`config.mk`:
```
export PLATFORM = sky130hd
export DESIGN_NAME = decrypt_unit
export DESIGN_NICKNAME = d
export VERILOG_FILES = /design/src/rtl/encrypt_pkg.sv /design/src/rtl/decrypt_fifo.sv /design/src/rtl/decrypt_unit.sv
export SDC_FILE = /design/constraint.sdc
export NUM_CORES = 1
export LEC_CHECK = 0
export CORE_AREA = 2 2 99 73
export DETAILED_ROUTE_END_ITERATION = 10
export DIE_AREA = 0 0 101 75
export HOLD_SLACK_MARGIN = 0.05
export PLACE_DENSITY = 0.81
export SLEW_MARGIN = 15
export SYNTH_ARGS = -nofsm -noshare
export SYNTH_HDL_FRONTEND = slang
export SYNTH_SLANG_ARGS = --single-unit
```
`constraint.sdc`:
```
create_clock -name clk -period 2 [get_ports clk]
set_clock_uncertainty 0.15 [all_clocks]
set_input_delay 0.6 -clock clk [delete_from_list [all_inputs] [get_ports clk]]
set_output_delay 0.6 -clock clk [all_outputs]
set_load 0.01 [all_outputs]
```
`src/rtl/encrypt_pkg.sv`:
```
// Shared constants for the encrypt/decrypt pair: XOR keys, bit permutation
// table, default output buffer depth, and the inverse-permutation helper.
`timescale 1ns/1ps
package encrypt_pkg;

  localparam logic [7:0]  XOR_KEY1 = 8'hA5;
  localparam logic [7:0]  XOR_KEY2 = 8'h3C;
  localparam logic [7:0]  XOR_KEY3 = 8'h96;
  localparam logic [23:0] KEY_INIT = {XOR_KEY1, XOR_KEY2, XOR_KEY3};

  // Encryptor moves plain bit PERM[i] to cipher bit i (before the XOR).
  localparam logic [2:0] PERM [8] = '{3'd3, 3'd6, 3'd0, 3'd5, 3'd7, 3'd1, 3'd4, 3'd2};

  localparam int FIFO_DEPTH_DEF = 4;

  // Rotate so the next key in the KEY3, KEY1, KEY2 cycle lands in bits [7:0].
  function automatic logic [23:0] key_rot(input logic [23:0] k);
    return {k[15:8], k[7:0], k[23:16]};
  endfunction

  // Undo the encryptor's bit shuffle: plain[PERM[i]] = x[i].
  function automatic logic [7:0] inv_perm(input logic [7:0] x);
    logic [7:0] p;
    p = 8'h00;
    p[PERM[0]] = x[0];
    p[PERM[1]] = x[1];
    p[PERM[2]] = x[2];
    p[PERM[3]] = x[3];
    p[PERM[4]] = x[4];
    p[PERM[5]] = x[5];
    p[PERM[6]] = x[6];
    p[PERM[7]] = x[7];
    return p;
  endfunction

endpackage

```
`src/rtl/decrypt_fifo.sv`:
```
// Show-ahead byte FIFO for decrypted output. A push into a full FIFO is
// accepted only when a pop happens on the same edge; otherwise it is dropped.
`timescale 1ns/1ps
module decrypt_fifo #(
  parameter int DEPTH = 4
) (
  input  logic                     clk,
  input  logic                     rst,
  input  logic                     i_push,
  input  logic [7:0]               i_data,
  input  logic                     i_pop,
  output logic [7:0]               o_data,
  output logic                     o_full,
  output logic                     o_empty,
  output logic [$clog2(DEPTH):0]   o_level
);

  localparam int AW = $clog2(DEPTH);
  localparam int LW = AW + 1;

  logic [7:0]    r_mem [DEPTH];
  logic [AW-1:0] r_wr_ptr;
  logic [AW-1:0] r_rd_ptr;
  logic [LW-1:0] r_level;
  logic          w_push;
  logic          w_pop;

  assign o_full  = (r_level == LW'(DEPTH));
  assign o_empty = (r_level == '0);
  assign w_pop   = i_pop & ~o_empty;
  assign w_push  = i_push & (~o_full | w_pop);
  assign o_data  = o_empty ? 8'h00 : r_mem[r_rd_ptr];
  assign o_level = r_level;

  // Storage array; contents are don't-care while empty since o_data is gated.
  always_ff @(posedge clk) begin
    if (w_push) r_mem[r_wr_ptr] <= i_data;
  end

  // Pointers wrap naturally (DEPTH is a power of two); level tracks occupancy.
  always_ff @(posedge clk or negedge rst) begin
    if (!rst) begin
      r_wr_ptr <= '0;
      r_rd_ptr <= '0;
      r_level  <= '0;
    end else begin
      if (w_push) r_wr_ptr <= r_wr_ptr + 1'b1;
      if (w_pop)  r_rd_ptr <= r_rd_ptr + 1'b1;
      case ({w_push, w_pop})
        2'b10:   r_level <= r_level + 1'b1;
        2'b01:   r_level <= r_level - 1'b1;
        default: r_level <= r_level;
      endcase
    end
  end

endmodule

```
`src/rtl/decrypt_unit.sv`:
```
// Two-stage XOR/permutation decryptor with rotating key and output FIFO.
// Stage 1 registers the ciphertext and its key; stage 2 decrypts
// combinationally and pushes into the show-ahead FIFO on the next edge.
`timescale 1ns/1ps
module decrypt_unit
  import encrypt_pkg::*;
#(
  parameter int FIFO_DEPTH = FIFO_DEPTH_DEF
) (
  input  logic                          clk,
  input  logic                          rst,
  input  logic [7:0]                    din,
  input  logic                          v_in,
  input  logic                          resync,
  output logic [7:0]                    dout,
  output logic                          v,
  input  logic                          ready,
  output logic [$clog2(FIFO_DEPTH):0]   level,
  output logic                          ovf,
  input  logic                          clr_ovf
);

  logic [23:0] r_key;
  logic [7:0]  r_s1_din;
  logic [7:0]  r_s1_key;
  logic        r_s1_v;
  logic        r_ovf;
  logic [7:0]  w_key_act;
  logic [7:0]  w_plain;
  logic        w_full;
  logic        w_empty;
  logic        w_ovf_set;

  // A resync byte must already see KEY3, so bypass the stale register.
  assign w_key_act = resync ? KEY_INIT[7:0] : r_key[7:0];
  assign w_plain   = inv_perm(r_s1_din ^ r_s1_key);

  // Full implies non-empty, so a pop is exactly 'ready' whenever full.
  assign w_ovf_set = r_s1_v & w_full & ~ready;

  // Key register: resync reloads (and advances if a byte is consumed now).
  always_ff @(posedge clk or negedge rst) begin
    if (!rst) begin
      r_key <= KEY_INIT;
    end else if (resync) begin
      r_key <= v_in ? key_rot(KEY_INIT) : KEY_INIT;
    end else if (v_in) begin
      r_key <= key_rot(r_key);
    end
  end

  // Stage 1 capture; holds its data when no byte arrives.
  always_ff @(posedge clk or negedge rst) begin
    if (!rst) begin
      r_s1_din <= 8'h00;
      r_s1_key <= 8'h00;
      r_s1_v   <= 1'b0;
    end else begin
      r_s1_v <= v_in;
      if (v_in) begin
        r_s1_din <= din;
        r_s1_key <= w_key_act;
      end
    end
  end

  // Sticky overflow; a new overflow beats a simultaneous clear.
  always_ff @(posedge clk or negedge rst) begin
    if (!rst) begin
      r_ovf <= 1'b0;
    end else if (w_ovf_set) begin
      r_ovf <= 1'b1;
    end else if (clr_ovf) begin
      r_ovf <= 1'b0;
    end
  end

  assign ovf = r_ovf;
  assign v   = ~w_empty;

  decrypt_fifo #(
    .DEPTH (FIFO_DEPTH)
  ) u_fifo (
    .clk     (clk),
    .rst     (rst),
    .i_push  (r_s1_v),
    .i_data  (w_plain),
    .i_pop   (ready),
    .o_data  (dout),
    .o_full  (w_full),
    .o_empty (w_empty),
    .o_level (level)
  );

endmodule

```
Yosys cells after proc, flatten, opt, wreduce, memory -nomap -nowiden:

Memories as Yosys holds them, arrays and structs flattened.
Cells that the tools add are included.

* output and inout bits: 13
* RAM bits: 32
* register bits: 49
* logic and storage cells: 39
* memories: 1

Memory list
* u_fifo.r_mem: depth 4, width 8, rd ports 1, clocked after Yosys merged registers in 0, write ports 1, RTL line decrypt_fifo.sv:21 `logic [7:0] r_mem [DEPTH];`

* equal/unequal tests: 3
* multiplexer cells: 10
* bitwise gates (word level): 9
* reductions and logical operators: 4
* $add $sub $neg: 4

Operators by type and width (count)
* two-way mux 24 bit: 3
* two-way mux 8 bit: 2
* XOR 8 bit: 1
* case mux 3 bit (2 select lines): 1
* nonzero test 2 bit: 3
* adder 2 x 1 -> 2 bit, second input constant: 2
* AND 1 bit: 4
* two-way mux 1 bit: 4
* adder 3 x 1 -> 3 bit, second input constant: 1
* equality test 3 bit, second input constant: 1
* logical NOT 3 bit: 1
* NOT 1 bit: 3
* subtractor 3 x 1 -> 3 bit, second input constant: 1
* equality test 2 x 1 -> 1 bit, second input constant: 1
* equality test 2 bit, second input constant: 1
* bitwise OR 1 bit: 1

Longest topological paths before layout:

* depth after elaboration: 7
* gate-level depth with buffers: 9
* mapped depth without buffers: 9

By module:

Synthesis repeated with hierarchy kept, for this count alone.

* cells, all modules: 237
* area total of the unflattened synthesis: 3442.1 um^2

By module, submodules not included
* decrypt_fifo: area an instance 1731.7 um^2, times used 1, seq. area each 1136.1 um^2, cells an instance 105
* decrypt_unit: area an instance 1710.4 um^2, times used 1, seq. area each 1066.0 um^2, cells an instance 132

Worst setup path before layout:

No wires, ideal clock.

* path kind: input port to flip-flop
* start point: input port ready
* end point: register u_fifo.r_level[2], in the netlist u_fifo.o_level[2]
* data required time: 1771 ps
* setup slack: -181 ps
* cell stages on the path: 9
* buffers on the path: 0
* setup time: 79 ps
* arrival: 1952 ps
* path through: nor4b_4 -> nor2b_2 -> inv_1 -> ha_1 -> inv_1 -> fa_1 -> xor2_1 -> nor2_1 -> xor2_1

* longest elaborated chain between the ends: 5
* elaborated cells on any way between the ends: 7
* those cells by class: eq/ne: 2; mux: 1; bitwise: 3; reduce/logical: 1

RTL lines
* start, declared: RTL line decrypt_unit.sv:17 `input logic ready,`
* AND 1 bit *: RTL line decrypt_fifo.sv:30 `assign w_pop = i_pop & ~o_empty;`
* bitwise OR 1 bit: RTL line decrypt_fifo.sv:31 `assign w_push = i_push & (~o_full | w_pop);`
* AND 1 bit: RTL line decrypt_fifo.sv:31
* equality test 2 x 1 -> 1 bit / equality test 2 bit (equally long branches): RTL line decrypt_fifo.sv:49 `case ({w_push, w_pop})`
* case mux 3 bit (2 select lines) / nonzero test 2 bit (equally long branches)
* end signal, assigned: RTL line decrypt_fifo.sv:50 `2'b10: r_level <= r_level + 1'b1;`
* end signal, assigned: RTL line decrypt_fifo.sv:51 `2'b01: r_level <= r_level - 1'b1;`
* end signal, assigned: RTL line decrypt_fifo.sv:52 `default: r_level <= r_level;`
* end, declared: RTL line decrypt_fifo.sv:24 `logic [LW-1:0] r_level;`

Mark *: on every way between the ends. The rest lies on a longest branch, timed or not.
A chain may end at the register's enable or synchronous reset.

Final worst setup path:

* start point: register u_fifo.r_rd_ptr[0]
* end point: output port dout[3]

* longest elaborated chain between the ends: 2

RTL lines
* start, declared: RTL line decrypt_fifo.sv:23 `logic [AW-1:0] r_rd_ptr;`
* start signal, assigned: RTL line decrypt_fifo.sv:48 `if (w_pop) r_rd_ptr <= r_rd_ptr + 1'b1;`
* memory read (4 x 8 bit)
* two-way mux 8 bit: RTL line decrypt_fifo.sv:32 `assign o_data = o_empty ? 8'h00 : r_mem[r_rd_ptr];`
* end, declared: RTL line decrypt_unit.sv:15 `output logic [7:0] dout,`

Every way passes these cells.

==> out/metrics.yaml <==
detailed_routing:
  drtAntennaViolNets: 0
  wirelength_um: 5720
  first_pass_iters: 4
  avgRoutedWirePerCell_um: 14.6
  drc: 0
  drtIter0Drc: 75
  vias: 1944
  routed_via_density: 4.97
clock_tree:
  cts.sinks: 81
  clk_pin_slew_ns: 0.08
  cts_tree: "done"
  insertion_delay_ns: 0.35
  cts_buffers: 9
  htreeDepth: 3
  clock_path_buffers: 2
  cts_root_buf: "clkbuf_8"
grt:
  grt_max_degree: 33
  grt_pass1_wl_um: 9470
  overflow: 0
  track_usage_pct: 16.9
  first_global_vias: 1954
  antenna_found_initial: 0
placement:
  place_hpwl_um: 4050
  post-place-ws_ns: -0.695
  port_buffers: 26
  place.gp.congestion: 0.741
floorplanning:
  io_pins: 27
  die_x_um: 101
  start_util_pct: 51.0
  core-area_sq_mm: 0.00657
  num_rows: 25
  die_area_sq_mm: 0.00758
  die_y_um: 75
sta:
  maxSlewViolCount: 0
  finalSetupViolCount: 11
  period_share_pct: 122
  min_period_ns: 2.43
  grt_setup_unrepaired: "yes"
  fmax_mhz: 411
  relSlewSlack_pct: 70.0
  hold_viol_final: 0
  worst_slack_ns: -0.431
  worst_slew_pin_slew_ns: 0.450
setup_path:
  endpoint: "dout[3]"
  r2r_slack_ns: -0.19
  cp-end-kind: "primary output"
  r2r_start: "u_fifo.o_level[1]"
  rr_worst_depth: 9
  critical_path.max_fanout: 5
  arrival_ns: 1.68
  critPathLaunchType: "register"
  worstPathRequired_ns: 1.25
  critPathKind: "reg2out"
  r2r_end: "u_fifo.o_level[2]"
  setup.worst_path.start: "u_fifo.r_rd_ptr[0]"
synthesis:
  netlist_area_sq_mm: 0.00335
  netlist_instances: 238
  synth.yosys.seq_area_share_pct: 65.7
  synth_mux_area_share_pct: 12.1
  synth_adder_area_share_pct: 2.46
  synth-compound-area-share_pct: 3.51
  synth-seq-cells: 81
  ys_types: 29
  syn_avg_cell_area_sq_um: 14.1
  syn-num-nets: 258
  synth_top_family_by_area: "multiplexers"
  ys.warnings.count: 0
  synthXorXnorAreaFrac_pct: 3.66
  yosys.area_share.simple_pct: 9.00
outcome:
  status: "finished, violations left"
  violations: "negative setup slack"
pwr:
  finalPower_mw: 5.07
  p_per_area_mw_per_mm2: 1210
  leakage_nw: 1.79
  ir_drop_mv: 0.502
finish:
  final_common_cell: "dfrtp_1"
  drive_above_1_share_pct: 34.5
  syn_to_final_growth_pct: 24.9
  final_cell_mix: "dfrtp_1, buf_4, edfxtp_1, nand2_1"
  antennaDiodeCount: 0
  nets: 325
hold_path:
  min_path_cells: 2
  hold_class: "reg2reg"
run:
  max_cap_violations: 0
## through the flow
step / hold WS (ns) / utilization, % / std cells / TNS, ns / cell area [sq um]
after floorplan: 0.154 / - / 238 / -0.187 / 3350
after global placement: 0.308 / 59.6 / 367 / -13.90 / 3920
after detailed placement: 0.319 / 59.6 / 367 / -14.83 / 3920
after CTS: 0.339 / 62.7 / 387 / -4.75 / 4120
after global routing: 0.356 / 63.7 / 391 / -4.31 / 4180
final: 0.329 / 63.7 / 391 / -3.68 / 4180
## logic make-up after synthesis
group                      after synthesis
AOI/OAI and AO/OA                       23
xor gates and xnor gates                14
adders and majority gates                6
buffers and inverters                   25
DFF                                     81
muxes                                   29
and+or+nand+nor                         60
## where the power goes
group          switching, mW  internal, mW  total [mW]
registers              0.164          2.06        2.23
clock network          0.558         0.614        1.17
logic                  0.707         0.960        1.67
total                   1.43          3.64        5.07
## Yosys cell counts
cell type  number  area [sq um]
a21oi_1         5          25.0
and2_1         12          75.1
and2_4          1          8.76
buf_2           4          20.0
buf_4           1          7.51
buf_6           2          22.5
clkbuf_1        3          11.3
clkbuf_2        1          5.00
dfrtp_1        37           926
dfstp_2        12           315
edfxtp_1       32           961
fa_1            1          20.0
ha_1            5          62.6
inv_1          14          52.6
mux2_2          8          90.1
mux2_4          1          15.0
mux2i_1        12           120
mux4_2          8           180
nand2_1        25          93.8
nand3_2         1          10.0
nor2_1         17          63.8
nor2b_1         1          6.26
nor2b_2         1          8.76
nor4b_4         1          23.8
o211ai_1        1          7.51
o21ai_0        17          85.1
or3_4           1          11.3
xnor2_1         3          26.3
xor2_1         11          96.3
## critical path, stage by stage (launching register included)
cell     delay, ns
dfrtp_1       0.40
buf_6         0.15
mux4_2        0.52
and2_4        0.16
buf_6         0.11
## per-layer routing
layer | GRT usage, % | vias up | wire length, um | part of all wire (%)
met5 | 0 | - | 0 | 0
met3 | 3.90 | 11 | 195 | 3.4
met1 | 22.6 | 952 | 2630 | 46
li1 | - | 947 | - | -
met2 | 27.2 | 34 | 2800 | 49
met4 | 7.66 | 0 | 107 | 1.9
## area by class of cell
cell class              count  area (sq um)
multi-input cells         133          1060
fillers                   481          2380
flip-flops and latches     81          2200
well taps                  81           101
clock inverters             4          51.3
repair buffers             66           566
clock buffers              12           145
inverters                  14          52.6
## how the worst min path moves through the flow
stage	start	end	slack, ns
global route	r_key[19]	r_key[19]	0.36
global placement	r_key[20]	r_key[20]	0.31
floorplan	rst	ovf	0.15
finish	r_s1_v	ovf	0.33
CTS	r_key[20]	r_key[20]	0.34
detailed placement	r_key[15]	r_key[15]	0.32
## flip-flops by register name, indices dropped and copies added (netlist names)
register / cells
u_fifo.o_level: 3
u_fifo.r_wr_ptr: 2
r_s1_key: 8
r_s1_din: 8
ovf: 1
u_fifo.r_mem: 32
r_key: 24
u_fifo.r_rd_ptr: 2
r_s1_v: 1
## what timing repair did
action,4_1_cts,5_1_grt
cloned,1,0
hold buffers,1,0
endpoints found under the setup margin,15,13
hold endpoints to repair,16,0
pin swaps,9,5
setup buffers,2,5
resized for setup,47,13
Note: power is estimated with default switching activity, not from simulation.
